### config.mk
export PLATFORM = sky130hd
export DESIGN_NAME = mux_display_driver
export DESIGN_NICKNAME = d
export VERILOG_FILES = /design/src/rtl/mux_display_driver.sv
export SDC_FILE = /design/constraint.sdc
export NUM_CORES = 1
export LEC_CHECK = 0
export CAP_MARGIN = 0
export CORE_AREA = 2 2 133 135
export DETAILED_ROUTE_END_ITERATION = 8
export DIE_AREA = 0 0 135 137
export GPL_ROUTABILITY_DRIVEN = 0
export PLACE_DENSITY_LB_ADDON = 0.12
export SYNTH_ARGS = -nofsm -noshare
export SYNTH_HDL_FRONTEND = slang
export SYNTH_SLANG_ARGS = --single-unit
### constraint.sdc
create_clock -name clk -period 7.1 [get_ports clk]
set_input_delay 1.42 -clock clk [delete_from_list [all_inputs] [get_ports clk]]
set_output_delay 1.42 -clock clk [all_outputs]
set_load 0.02 [all_outputs]
### src/rtl/mux_display_driver.sv
// -----------------------------------------------------------------------------
// mux_display_driver
//
// Multiplexed LED display driver. Scans DIGITS common-pin digits of SEG_BITS
// segments each. Every digit gets one slot of (slot_period_l + 1) clocks; the
// first BLANK_CYCLES clocks of a slot keep all digits off so the segment lines
// can settle (anti-ghosting), then the digit is lit for on_len clocks, where
// on_len scales the usable slot time by the PWM brightness. Digits flagged in
// blink_mask go dark on alternate blink half-periods. The display image is
// double-buffered: data_load writes a shadow copy, which becomes visible only
// at the next frame boundary so a frame never shows a torn image.
//
// Ports
//   clk          : clock
//   rst          : synchronous, active-high reset
//   data_in      : display image, digit 0 in the most significant SEG_BITS field
//   data_load    : one-cycle strobe, captures data_in into the shadow buffer
//   blink_mask   : bit i = 1 makes digit i blink (sampled live)
//   brightness   : 0 = off .. 2^BRIGHT_BITS-1 = max (applied per frame)
//   slot_period  : slot length minus one, in clk cycles (applied per frame)
//   seg_out      : registered segment pins
//   digit_out    : registered digit enables, one-hot while lit
//   frame_start  : one-cycle pulse on the first output cycle of digit 0
//   load_pending : shadow buffer holds data not yet displayed
// -----------------------------------------------------------------------------
module mux_display_driver #(
  parameter int DIGITS           = 4,
  parameter int SEG_BITS         = 8,
  parameter int BRIGHT_BITS      = 3,
  parameter int TIMER_BITS       = 16,
  parameter int BLANK_CYCLES     = 2,
  parameter int BLINK_FRAMES     = 32,
  parameter bit SEG_ACTIVE_LOW   = 1'b0,
  parameter bit DIGIT_ACTIVE_LOW = 1'b0
) (
  input  logic                       clk,
  input  logic                       rst,
  input  logic [DIGITS*SEG_BITS-1:0] data_in,
  input  logic                       data_load,
  input  logic [DIGITS-1:0]          blink_mask,
  input  logic [BRIGHT_BITS-1:0]     brightness,
  input  logic [TIMER_BITS-1:0]      slot_period,
  output logic [SEG_BITS-1:0]        seg_out,
  output logic [DIGITS-1:0]          digit_out,
  output logic                       frame_start,
  output logic                       load_pending
);

  localparam int IDX_BITS   = $clog2(DIGITS);
  localparam int BLINK_BITS = (BLINK_FRAMES > 1) ? $clog2(BLINK_FRAMES) : 1;
  localparam int PROD_BITS  = TIMER_BITS + BRIGHT_BITS + 1;

  localparam logic [IDX_BITS-1:0]   LAST_IDX   = IDX_BITS'(DIGITS - 1);
  localparam logic [BLINK_BITS-1:0] LAST_BLINK = BLINK_BITS'(BLINK_FRAMES - 1);

  // Scan state
  logic [TIMER_BITS-1:0]      cnt;
  logic [IDX_BITS-1:0]        idx;
  logic [TIMER_BITS-1:0]      slot_period_l;
  logic [BRIGHT_BITS-1:0]     brightness_l;
  logic [BLINK_BITS-1:0]      blink_cnt;
  logic                       blink_phase;

  // Image buffers
  logic [DIGITS*SEG_BITS-1:0] active;
  logic [DIGITS*SEG_BITS-1:0] shadow;
  logic                       pending;

  // Combinational helpers
  logic [PROD_BITS-1:0]       period_plus1;
  logic [PROD_BITS-1:0]       avail;
  logic [PROD_BITS-1:0]       product;
  logic [PROD_BITS-1:0]       cnt_w;
  logic [PROD_BITS-1:0]       win_end;
  logic [TIMER_BITS-1:0]      on_len;
  logic                       at_slot_end;
  logic                       at_boundary;
  logic                       lit;
  logic [SEG_BITS-1:0]        seg_field;
  logic [DIGITS-1:0]          digit_next;

  assign load_pending = pending;

  // NOTE: every signal written in always_comb gets a value on every path
  // (defaults first), otherwise synthesis infers a latch.
  always_comb begin
    period_plus1 = PROD_BITS'(slot_period_l) + PROD_BITS'(1);
    avail        = '0;
    if (period_plus1 > PROD_BITS'(BLANK_CYCLES)) begin
      avail = period_plus1 - PROD_BITS'(BLANK_CYCLES);
    end
    // avail <= 2^TIMER_BITS and brightness < 2^BRIGHT_BITS, so the product
    // fits PROD_BITS and the scaled result always fits TIMER_BITS.
    product = avail * PROD_BITS'(brightness_l);
    on_len  = TIMER_BITS'(product >> BRIGHT_BITS);

    at_slot_end = (cnt == slot_period_l);
    at_boundary = at_slot_end && (idx == LAST_IDX);

    cnt_w   = PROD_BITS'(cnt);
    win_end = PROD_BITS'(BLANK_CYCLES) + PROD_BITS'(on_len);
    lit     = (cnt_w >= PROD_BITS'(BLANK_CYCLES)) && (cnt_w < win_end)
              && !(blink_phase && blink_mask[idx]);

    // Segments follow the scanned digit for the whole slot, blank cycles
    // included, so the lines have settled before the digit switches on.
    seg_field  = active[(DIGITS - 1 - int'(idx)) * SEG_BITS +: SEG_BITS];
    digit_next = lit ? (DIGITS'(1) << idx) : '0;
  end

  // NOTE: sequential state uses non-blocking assignments so every register
  // samples the pre-edge values, independent of statement order.
  always_ff @(posedge clk) begin
    if (rst) begin
      cnt           <= '0;
      idx           <= '0;
      slot_period_l <= slot_period;
      brightness_l  <= brightness;
      blink_cnt     <= '0;
      blink_phase   <= 1'b0;
      // NOTE: the image buffers are plain registers, not a RAM, so they are
      // reset along with the rest of the state; reset also drops any
      // pending load.
      active        <= '0;
      shadow        <= '0;
      pending       <= 1'b0;
      seg_out       <= {SEG_BITS{SEG_ACTIVE_LOW}};
      digit_out     <= {DIGITS{DIGIT_ACTIVE_LOW}};
      frame_start   <= 1'b0;
    end else begin
      // Outputs are the registered view of the current scan state; polarity
      // is applied only here.
      seg_out     <= seg_field ^ {SEG_BITS{SEG_ACTIVE_LOW}};
      digit_out   <= digit_next ^ {DIGITS{DIGIT_ACTIVE_LOW}};
      frame_start <= (cnt == '0) && (idx == '0);

      if (at_slot_end) begin
        cnt <= '0;
        idx <= (idx == LAST_IDX) ? '0 : idx + IDX_BITS'(1);
      end else begin
        cnt <= cnt + TIMER_BITS'(1);
      end

      if (at_boundary) begin
        slot_period_l <= slot_period;
        brightness_l  <= brightness;
        if (blink_cnt == LAST_BLINK) begin
          blink_cnt   <= '0;
          blink_phase <= ~blink_phase;
        end else begin
          blink_cnt <= blink_cnt + BLINK_BITS'(1);
        end
      end

      // A load on the boundary cycle goes straight to the active image, so
      // it is shown next frame without ever raising pending.
      if (data_load && at_boundary) begin
        active  <= data_in;
        shadow  <= data_in;
        pending <= 1'b0;
      end else if (data_load) begin
        shadow  <= data_in;
        pending <= 1'b1;
      end else if (at_boundary && pending) begin
        active  <= shadow;
        pending <= 1'b0;
      end
    end
  end

endmodule

==> metrics.yaml <==
die:
  rows: 48
  dieWidth_um: 135
  start_util_pct: 49.1
  die-area_um2: 18500
  io_pins: 72
  core_region_area_um2: 17100
  die_h_um: 137
logic_synthesis:
  avgSynthCellArea_um2: 8.63
  synth_top_area_cell: "dfxtp_1"
  synth-simple-area-share_pct: 23.6
  synth_cell_types: 80
  yosys-top-cells-count: "137 x nor2_1, 102 x dfxtp_1, 77 x nand2_1"
  synth_top_cell_area_share_pct: 24.4
  ys_ff_latch: 121
  yosys_warnings: 0
  synthAdderAreaFrac_pct: 10.2
  synth_top_flop_cell: "dfxtp_1"
  syn_area_um2: 8380
  synth_top_family_by_area: "simple AND/OR/NAND/NOR gates"
  synthMuxAreaShare_pct: 7.23
  synth_compound_area_share_pct: 14.5
  synth_area_leaders: "dfxtp_1 24%, edfxtp_1 6.8%, nor2_1 6.1%"
  synthCells: 971
  synth_edf_count: 19
  syn_nets: 1087
  seq_area_frac_synth_pct: 31.2
  synth_xor_area_share_pct: 8.57
  async_flop_share_pct: 0
  yosysMostFrequentCell: "nor2_1"
route:
  wl_um: 23200
  via_per_inst: 5.76
  postRouteAntennaNets: 0
  first_pass_iters: 5
  remaining_drc_errors: 0
  drt-wirelength-per-cell_um: 17.7
  drt-initial-drc-count: 427
  routed-via-count: 7525
place:
  pre_cts_ws_ns: -0.0132
  io_buffers: 71
  postPlaceCellArea_um2: 9480
  dpl.hpwl_um: 16900
hold_path:
  worstHoldPathType: "reg -> reg"
layout:
  drive_gt1_share_pct: 16.3
  nFillCells: 1519
  stdcell_area_um2: 10500
  area_growth_pct: 25.1
  finalNetCount: 1184
  num_antenna_cells: 0
timing:
  finalWorstSetupSlack_ns: 0.330
  tightest_slew_ns: 0.861
  setup_viol: 0
  slew_headroom_pct: 42.6
  maxSlewViolCount: 0
  fmax_ghz: 0.148
  totalNegativeSetupSlack_ns: 0
  finalHoldViolations: 0
  fin_skew_ns: 0.00852
  finalCriticalPeriod_ns: 6.77
  timing.final.crit_share_pct: 95.3
setup_path:
  cp_common_cell: "and3_1"
  cp_max_fo: 7
  critical_path_required_ns: 7.40
  slowest_stage: "fa_1"
  crit_arrival_ns: 7.07
  max_stage_delay_ns: 0.47
  startpoint_type: "register"
  critPathCaptureType: "register"
  worst-setup-path-type: "reg -> reg"
pwr:
  p_clk_share_pct: 35.6
  switching_share_pct: 34.0
  p_comb_share_pct: 34.8
  p_total_w: 0.00251
  internal-power_w: 0.00166
  p_leak_nw: 4.17
  seq_power_share_pct: 29.6
  p_switching_w: 0.000853
  p_per_area_nw_per_um2: 240
  vdd_drop_max_mv: 0.185
clocking:
  clock_path_buffers: 2
  cts.sinks: 121
  numCtsBuffers: 17
  clock_latency_ns: 0.42
  cts_tree: "done"
  h-tree-depth: 4
  root_buffer: "clkbuf_16"
  cts_hold_buffers: 0
  clk_pin_slew_ns: 0.06
global_route:
  grt_max_degree: 85
  grt_pass1_vias: 7144
  gr-usage-all-layers_pct: 25.2
  grt_pass1_wl_um: 36600
  antenna_found_initial: 0
  grt-ovfl-total: 0
run:
  maxCapViolCount: 0
run_status:
  outcome: "complete, no violations"
-- registers in the layout (all words and copies together) (netlist names) --
name	flops
brightness_l	3
idx	2
blink_cnt	5
blink_phase	1
active	32
cnt	16
seg_out	8
frame_start	1
load_pending	1
shadow	32
digit_out	4
slot_period_l	16
-- cells in the final DEF, fill, tap and decap left out, types with 6 or more instances in the layout --
master           instances
xor2_1                  26
fa_1                    16
dfxtp_1                102
mux2i_1                 37
mux4_2                   9
buf_4                   65
xnor2_1                 52
nand2_1                 74
ha_1                    36
edfxtp_1                19
a21o_1                   9
and3_1                  14
nand3_1                 31
nand4_1                 23
nor4_1                   8
or3_1                    8
nand2b_1                 8
nor3_1                  15
a211oi_1                36
a21oi_1                 21
and2_1                   6
nor2_1                 134
o22ai_1                 34
nor2b_1                 10
nor3b_1                  6
o21ai_0                 23
clkbuf_16               17
inv_1                   41
clkdlybuf4s50_1         69
-- cells by family (layout without fill, tap and decap cells) --
family / after synthesis / in the layout
simple gates: 387 / 387
fa+ha+maj: 58 / 58
compound gates: 174 / 174
buf+inv: 100 / 210
mux: 49 / 49
flops: 121 / 121
xor+xnor: 82 / 82
-- area by class of cell --
| class | instances | area [µm²] | area share (%) |
|---|---|---|---|
| multi-input combinational | 750 | 5620 | 53.6 |
| clock inverter | 14 | 186 | 1.78 |
| inverter | 41 | 154 | 1.47 |
| clock buffer | 18 | 429 | 4.09 |
| tap | 225 | 282 | 2.68 |
| timing repair buffer | 137 | 1200 | 11.4 |
| sequential | 121 | 2610 | 24.9 |
-- path summary, 6_finish.rpt --
kind | startpoint | to | slack, ns | cells after the start
setup / recovery | slot_period_l[0]$_DFFE_PP_ | digit_out[2]$_SDFF_PP0_ | 0.33 | 28
hold / removal | shadow[21]$_SDFFE_PP0P_ | shadow[21]$_SDFFE_PP0P_ | 0.50 | 2
setup reg to reg | slot_period_l[0]$_DFFE_PP_ | digit_out[2]$_SDFF_PP0_ | 0.33 | 28
hold reg to reg | shadow[21]$_SDFFE_PP0P_ | shadow[21]$_SDFFE_PP0P_ | 0.50 | 2
-- per-stage QoR --
step                      std cells  util (%)  hold WS, ns
final                          1306      61.5        0.496
after global routing           1306      61.5        0.521
after CTS                      1287      59.2        0.498
after detailed placement       1255      55.6        0.484
after global placement         1255      55.6        0.474
after floorplan                 971         -        0.459
-- power by group through the flow --
stage | clock (W) | combinational (W) | sequential, W
after floorplan | 0 | 0.000570 | 0.000749
after global placement | 0 | 0.000774 | 0.000758
after detailed placement | 0 | 0.000774 | 0.000759
after CTS | 0.000907 | 0.000782 | 0.000745
after global routing | 0.000944 | 0.000967 | 0.000746
final | 0.000893 | 0.000875 | 0.000744
-- per-layer routing --
layer  vias up  global-route usage, %  wire length (µm)
li1       3677                      -                 -
met1      3583                   31.1              9740
met2       218                   44.2             11600
met3        47                   4.63              1210
met4         0                   8.39               647
met5         -                      0                 0
-- repair_timing --
item | 4_1_cts | 5_1_grt
buffers inserted | 0 | 19
cloned | 0 | 0
pin swaps | 0 | 18
gates resized for setup | 1 | 50
setup endpoints to repair | 4 | 4
-- worst max-delay path, delay by kind of cell (launching register included) --
family	cells	cell delay, ns
simple gates	12	2.38
xor+xnor	2	0.37
buf+inv	2	0.31
compound gates	8	1.84
flops	1	0.39
fa+ha+maj	4	1.35
Power figures use the tool's default switching activity.
